## src/rtl/reg_share_arbiter.sv

```systemverilog
// Round-robin arbiter in front of a shared WIDTH-bit register.
// The granted requester's word is captured into a held output (reg_d)
// that feeds the register's data_in. After each grant the arbiter stays
// busy for one GRANT cycle plus HOLD_CYCLES hold cycles, so reg_d is
// stable for at least that long before the next grant can replace it.
module reg_share_arbiter #(
  parameter int WIDTH       = 8,
  parameter int NREQ        = 4,
  parameter int HOLD_CYCLES = 2,
  parameter int IDXW        = $clog2(NREQ)
) (
  input  logic                  clk,
  input  logic                  reset,
  input  logic [NREQ-1:0]       req,
  input  logic [NREQ*WIDTH-1:0] wdata,
  output logic [NREQ-1:0]       gnt,
  output logic [WIDTH-1:0]      reg_d,
  output logic                  reg_valid,
  output logic [IDXW-1:0]       owner,
  output logic                  busy
);

  // Hold counter is wide enough for HOLD_CYCLES-1, never narrower than 1 bit.
  localparam int CNTW = (HOLD_CYCLES > 0) ? $clog2(HOLD_CYCLES + 1) : 1;
  localparam logic [CNTW-1:0] HOLD_LOAD = (HOLD_CYCLES > 0) ? CNTW'(HOLD_CYCLES - 1) : '0;
  localparam logic [IDXW-1:0] LAST_IDX  = IDXW'(NREQ - 1);

  typedef enum logic [1:0] {
    IDLE  = 2'd0,
    GRANT = 2'd1,
    HOLD  = 2'd2
  } state_t;

  state_t            state_q, state_d;
  logic [NREQ-1:0]   gnt_q, gnt_d;
  logic [WIDTH-1:0]  hold_word_q, hold_word_d;
  logic              valid_q, valid_d;
  logic [IDXW-1:0]   owner_q, owner_d;
  logic              busy_q, busy_d;
  logic [IDXW-1:0]   ptr_q, ptr_d;
  logic [CNTW-1:0]   cnt_q, cnt_d;

  logic [WIDTH-1:0]  word [NREQ];
  logic              found;
  logic [IDXW-1:0]   win_idx;

  // Unpack the flattened requester words into an indexable array.
  generate
    for (genvar gi = 0; gi < NREQ; gi++) begin : g_unpack
      assign word[gi] = wdata[gi*WIDTH +: WIDTH];
    end
  endgenerate

  // Rotating priority search: first set req bit starting at ptr, wrapping
  // modulo NREQ (explicit subtract so non-power-of-two NREQ wraps correctly).
  always_comb begin : winner_search
    int idx;
    found   = 1'b0;
    win_idx = '0;
    idx     = 0;
    for (int k = 0; k < NREQ; k++) begin
      idx = int'(ptr_q) + k;
      if (idx >= NREQ) begin
        idx = idx - NREQ;
      end
      if (!found && req[idx]) begin
        found   = 1'b1;
        win_idx = IDXW'(idx);
      end
    end
  end

  // Next-state and next-output computation for the IDLE/GRANT/HOLD sequence.
  always_comb begin
    state_d     = state_q;
    gnt_d       = '0;
    hold_word_d = hold_word_q;
    valid_d     = valid_q;
    owner_d     = owner_q;
    busy_d      = busy_q;
    ptr_d       = ptr_q;
    cnt_d       = cnt_q;
    case (state_q)
      IDLE: begin
        // req is only looked at here, so a stale request is never re-granted.
        if (found) begin
          gnt_d       = NREQ'(1) << win_idx;
          hold_word_d = word[win_idx];
          owner_d     = win_idx;
          valid_d     = 1'b1;
          busy_d      = 1'b1;
          ptr_d       = (win_idx == LAST_IDX) ? '0 : win_idx + 1'b1;
          state_d     = GRANT;
        end
      end
      GRANT: begin
        if (HOLD_CYCLES > 0) begin
          state_d = HOLD;
          cnt_d   = HOLD_LOAD;
        end else begin
          state_d = IDLE;
          busy_d  = 1'b0;
        end
      end
      HOLD: begin
        if (cnt_q == '0) begin
          state_d = IDLE;
          busy_d  = 1'b0;
        end else begin
          cnt_d = cnt_q - 1'b1;
        end
      end
      default: begin
        state_d = IDLE;
        busy_d  = 1'b0;
      end
    endcase
  end

  // State and registered outputs; reset overrides any in-flight grant or hold.
  always_ff @(posedge clk) begin
    if (reset) begin
      state_q     <= IDLE;
      gnt_q       <= '0;
      hold_word_q <= '0;
      valid_q     <= 1'b0;
      owner_q     <= '0;
      busy_q      <= 1'b0;
      ptr_q       <= '0;
      cnt_q       <= '0;
    end else begin
      state_q     <= state_d;
      gnt_q       <= gnt_d;
      hold_word_q <= hold_word_d;
      valid_q     <= valid_d;
      owner_q     <= owner_d;
      busy_q      <= busy_d;
      ptr_q       <= ptr_d;
      cnt_q       <= cnt_d;
    end
  end

  assign gnt       = gnt_q;
  assign reg_d     = hold_word_q;
  assign reg_valid = valid_q;
  assign owner     = owner_q;
  assign busy      = busy_q;

endmodule

```

## config.mk

```make
export PLATFORM = sky130hd
export DESIGN_NAME = reg_share_arbiter
export DESIGN_NICKNAME = d
export VERILOG_FILES = /design/src/rtl/reg_share_arbiter.sv
export SDC_FILE = /design/constraint.sdc
export NUM_CORES = 1
export LEC_CHECK = 0
export BUFFER_PORTS_ARGS = -buffer_cell sky130_fd_sc_hd__buf_2
export CORE_MARGIN = 2
export CORE_UTILIZATION = 35
export CTS_BUF_LIST = sky130_fd_sc_hd__clkbuf_8 sky130_fd_sc_hd__clkbuf_16
export CTS_CLUSTER_SIZE = 8
export DETAILED_ROUTE_END_ITERATION = 6
export PLACE_DENSITY = 0.69
export SLEW_MARGIN = 10
export SYNTH_ARGS = -nofsm -noshare
export SYNTH_HDL_FRONTEND = slang
export SYNTH_SLANG_ARGS = --single-unit
```

## constraint.sdc

```tcl
create_clock -name clk -period 2.1 [get_ports clk]
set_input_delay 0.42 -clock clk [delete_from_list [all_inputs] [get_ports clk]]
set_output_delay 0.42 -clock clk [all_outputs]
set_load 0.01 [all_outputs]
```

# Word level (Yosys, flattened, before mapping)
# Index checks and enable logic that the tools add are counted.
dict set report op_classes {
  shifts 1
  n_lt_le_gt_ge 9
  add_sub_neg 9
  bitwise 4
  n_mux 36
  n_eq_ne 6
  reduce_logical 14
}
# operator n
set op_table {}
lappend op_table {{$lt A32 B4 Y1 const B} 4}
lappend op_table {{$mux W32} 4}
lappend op_table {{$bmux W8 S2} 1}
lappend op_table {{$mux W2} 8}
lappend op_table {{$mux W8} 2}
lappend op_table {{$mux W1} 14}
lappend op_table {{$ge A3 B3 Y1 const B} 4}
lappend op_table {{$sub A3 B3 Y4 const B} 3}
lappend op_table {{$bmux W1 S2} 4}
lappend op_table {{$add A2 B2 Y3 const B} 2}
lappend op_table {{$ne A2 B2 Y1 const B} 3}
lappend op_table {{$pmux W2 S3} 1}
lappend op_table {{$reduce_and A2 Y1} 3}
lappend op_table {{$eq A2 B2 Y1 const B} 2}
lappend op_table {{$logic_not A2 Y1} 2}
lappend op_table {{$pmux W2 S2} 1}
lappend op_table {{$shl A1 B2 Y4 const A} 1}
lappend op_table {{$sub A2 B3 Y4 const B} 1}
lappend op_table {{$add A2 B1 Y3 const B} 1}
lappend op_table {{$ge A2 B3 Y1 const B} 1}
lappend op_table {{$logic_and A1 B1 Y1} 3}
lappend op_table {{$logic_not A1 Y1} 3}
lappend op_table {{$not A1 Y1} 3}
lappend op_table {{$not A2 Y3} 1}
lappend op_table {{other kinds (7)} 7}
dict set report totals {
  input_bits 38
  reg_bits 22
  output_inout_bits 16
  wordCells 87
}

# Depth between registers and ports, before layout
dict set report depth {
  ltp_word 19
  ltp_mapped 8
  depth_no_buf 7
}

# Worst setup path before layout
# OpenSTA, ideal clock, no wires.
dict set report synth_timing {
  kind {input -> register}
  start {in req[1]}
  end {reg ptr_q[0]}
  t_required_ps 2033
  setup_time_ps 67
  path_buffers 1
  stages 8
  slack_ps 229
  arrival_time_ps 1804
  cell_sequence {or3b_1 o221ai_4 buf_4 inv_1 ha_1 nand2b_1 o22ai_1 nor2b_1}
}
dict set report synth_via {
  elab_chain_len 15
  word_cells_on_any_way 30
  classes_between {add/sub (1); eq/ne (1); mux (21); reduce/logical (7)}
}
# item line_no
set synth_rtl {}
lappend synth_rtl {{start: declaration} 14} ;# input logic [NREQ-1:0] req,
lappend synth_rtl {{$bmux W1 S2} 66} ;# if (!found && req[idx]) begin
lappend synth_rtl {{$mux W1 (not written as such) (2 in series)} 66}
lappend synth_rtl {{$mux W1} 66}
lappend synth_rtl {{$logic_not A1 Y1} 66}
lappend synth_rtl {{$logic_and A1 B1 Y1} 66}
lappend synth_rtl {{$mux W1} 66}
lappend synth_rtl {{$logic_not A1 Y1} 66}
lappend synth_rtl {{$logic_and A1 B1 Y1} 66}
lappend synth_rtl {{$mux W1} 66}
lappend synth_rtl {{$logic_not A1 Y1} 66}
lappend synth_rtl {{$logic_and A1 B1 Y1} 66}
lappend synth_rtl {{$mux W2 *} 66}
lappend synth_rtl {{net win_idx[0]} 45} ;# logic [IDXW-1:0] win_idx;
lappend synth_rtl {{$add A2 B1 Y2 / $eq A2 B2 Y1 (equally long branches)} 92} ;# ptr_d = (win_idx == LAST_IDX) ? '0 : win_idx + 1'b1;
lappend synth_rtl {{$mux W2 *} 92}
lappend synth_rtl {{end signal: assignment} 138} ;# ptr_q <= ptr_d;
lappend synth_rtl {{end: declaration} 40} ;# logic [IDXW-1:0] ptr_q, ptr_d;
# The timed path passes the listed nets; every way through them passes the cells marked *. The select of a mux whose other input is x is not followed.
# A chain may end at the register's enable or synchronous reset.

# Worst setup path after layout
dict set report layout_timing {
  start {reg ptr_q[1]}
  end {reg hold_word_q[4], in the netlist reg_d[4]}
}
dict set report layout_via {
  elab_chain_len 19
  word_cells_on_any_way 46
  classes_between {add/sub (7); order compare (4); mux (27); bitwise (1); reduce/logical (7)}
}
# item line_no
set layout_rtl {}
lappend layout_rtl {{branches (longest 19 deep; another with $sub A3 B3 Y4)} n/a}
lappend layout_rtl {{end signal: assignment} 134} ;# hold_word_q <= hold_word_d;
lappend layout_rtl {{end: declaration} 36} ;# logic [WIDTH-1:0] hold_word_q, hold_word_d;
# Several ways; the timed one is not identified. The select of a mux whose other input is x is not followed.

==> impl_results.md <==
* Wirelength per Cell at 12.4 um
* Sw frac at 0.297
* Die W at 60.3 um
* Setup WS pre-CTS at 103 ps
* Core area at 0.00303 mm^2
* Initial antenna violation count at 0
* FMAX at 539 MHz
* Postcts setup bufs at 0
* Final setup TNS at 0 ps
* Crit-path max FO at 14
* Met1 Use GR at 0.192
* Unique masters post-synth at 28
* Vias in the first global route at 1022
* Placer congestion estimate at 0.733
* Cells after Synth at 116
* Sequential fraction of the synthesis area at 0.397
* Peak VDD IR at 413 uV
* Total Power at 1.32 mW
* Combinational Power Share at 0.298
* Mapped cell area at 0.00111 mm^2
* Hold Vio Cnt, Final at 0
* Hold Crit Class: primary input to flop
* Final setup viols at 0
* Power Internal at 0.928 mW
* CTS Buffer Depth at 2
* GR Util All Layers at 0.162
* Met3 usage at 0.0303
* Clock transition at the registers of the reported paths at 80 ps
* #FFs+latches synth at 22
* Cell row count at 20
* CTS Hold Bufs at 0
* Clk pwr share at 0.305
* CP Data Arrival Time at 2010 ps
* Post-synthesis average cell area at 9.57 um^2
* Worst Setup Path Type: flop to flop
* Status: finished clean
* HPWL after detailed placement at 2.12 mm
* Routed WL at 2.67 mm
* Vias per std cell at 4.84
* Die area at 0.00364 mm^2
* H-Tree Depth at 1
* Post-cts resize count at 0
* Critical Path End Type: flop
* TritonRoute pass-1 iters at 5
* Post-layout min period at 1860 ps
* Post-Syn Nets at 156
* Root Buffer: clkbuf_8
* Clock sinks at 22
* RSZ-0062 raised after global routing: no
* Diode count at 0
* Starting Density at 0.367
* Vias post-DR at 1046
* Largest net degree at the start of global routing at 15
* Met2 Use GR at 0.286
* Switching Power at 0.392 mW
* First-pass GRT wire length at 4.43 mm
* Pins Over Slew Limit at 0
* First-iteration detailed-routing DRC count at 15
* Nets at 213
* DRC Markers at 0
* Lkg Pwr at 0.729 nW
* Syn. warnings at 0
* Port Buffers at 53
* Layer with the highest usage: met2
* Share of layout cells above drive strength 1 at 0.424
* Fin worst setup slack at 244 ps
* Multi-input logic area at 617 um^2
* Slew @ Worst Pin at 543 ps
* Area grow syn2layout at 35.6%
* Pwr Density at 877 mW/mm^2
* Post-DRT Antenna Nets at 0
* CP Launch Type: flop
* Total grt overflow at 0
* Die Ht at 60.3 um
* Sequential share of power at 0.397
* Ports at 54
* CP Data Required Time at 2250 ps
* CTS tree: yes
* MaxCap Viol Count at 0
* FF-to-FF setup slack at 240 ps
* Tcrit/Tclk final at 0.884
* Clock skew at 1.08 ps
* Total area of sequential cells at 440 um^2
* Num CTS Buffers at 3
* Slew headroom at 0.635
* Worst-Skew Late Latency at 270 ps
* Fill cell total of the finished layout at 301
[synth_stat cells]
master	instances	area, um^2
dfxtp_1	22	440
nor2_1	13	48.8
mux2i_1	12	120
mux2_2	8	90.1
a21oi_1	7	35.0
a32oi_1	7	61.3
inv_1	7	26.3
o21ai_1	7	35.0
nand2_1	5	18.8
buf_2	3	15.0
nor3_1	3	15.0
o21ai_0	3	15.0
a2bb2oi_1	2	17.5
ha_1	2	25.0
nand2b_1	2	12.5
a21boi_1	1	7.51
a221oi_1	1	8.76
buf_4	1	7.51
clkbuf_1	1	3.75
nor2_2	1	6.26
nor2b_1	1	6.26
nor4_2	1	12.5
nor4_4	1	21.3
o221ai_1	1	8.76
o221ai_4	1	26.3
o22ai_1	1	6.26
o2bb2a_1	1	10.0
or3b_1	1	8.76
[cells in the final DEF (no fill, tap or decap)]
master      n
o221ai_4    1
inv_1       7
ha_1        2
o21ai_0     3
buf_4       4
nor4_2      1
dfxtp_1    22
nor4_4      1
clkbuf_8    3
buf_2      53
nor2b_1     1
bufinv_16   1
o2bb2a_1    1
nor2_2      1
a21boi_1    1
mux2_2      8
o221ai_1    1
or3b_1      1
a2bb2oi_1   2
a221oi_1    1
mux2i_1    12
nor3_1      3
o21ai_1     7
o22ai_1     1
nor2_1     13
a21oi_1     7
nand2b_1    2
a32oi_1     7
nand2_1     5
[state kept, by name, indices dropped and copies added, names as in the netlist]
| register | count |
|---|---|
| reg_d | 8 |
| busy | 1 |
| cnt_q | 2 |
| gnt | 4 |
| state_q | 2 |
| ptr_q | 2 |
| reg_valid | 1 |
| owner | 2 |
[worst max-delay path, cell delays in order (launching register included)]
cell      delay, ps
dfxtp_1         450
mux2i_1         160
o221ai_4        450
mux2_2          400
a32oi_1         190
o21ai_1          80
[power groups by stage]
stage	logic [mW]	clock network, mW	registers, mW
after floorplan	0.241	0	0.544
after global placement	0.382	0	0.530
after detailed placement	0.397	0	0.532
after CTS	0.398	0.419	0.524
after global routing	0.437	0.431	0.533
final	0.393	0.403	0.524
[logic make-up (layout without fill, tap and decap cells)]
logic type | after synthesis | in the layout | synth area share
AO/OA/AOI/OAI | 32 | 32 | 0.209
AND/OR/NAND/NOR | 28 | 28 | 0.135
flip-flops | 22 | 22 | 0.397
multiplexers | 20 | 20 | 0.189
buffers and inverters | 12 | 68 | 0.0474
adder cells (fa/ha/maj) | 2 | 2 | 0.0225
[worst paths after layout]
check / startpoint / endpoint / cells after the start
worst max register to register: ptr_q[1] / reg_d[4] / 5
worst min register to register: owner[1] / owner[1] / 2
worst max-delay path: ptr_q[1] / reg_d[4] / 5
worst min-delay path: wdata[13] / reg_d[5] / 3
[through the flow]
stage | hold WS [ps] | utilization | area, um^2 | instances
2_1_floorplan | 467 | - | 1110 | 116
3_3_place_gp | 430 | 0.474 | 1430 | 212
3_5_place_dp | 440 | 0.474 | 1430 | 212
4_1_cts | 403 | 0.497 | 1510 | 216
5_1_grt | 409 | 0.497 | 1510 | 216
6_report | 410 | 0.497 | 1510 | 216
[area by class of cell]
type	instances	share of cell area
flip-flops and latches	22	0.293
well taps	44	0.0366
clock inverters	1	0.0200
repair buffers	57	0.196
inverters	7	0.0175
clock buffers	3	0.0274
multi-input cells	82	0.410
[per-layer routing]
metal  wire length [um]  vias up
li1                   -      540
met1               1200      466
met2               1260       37
met3                169        3
met4                 36        0
met5                  0        -
Note: power is estimated with default switching activity, not from simulation.
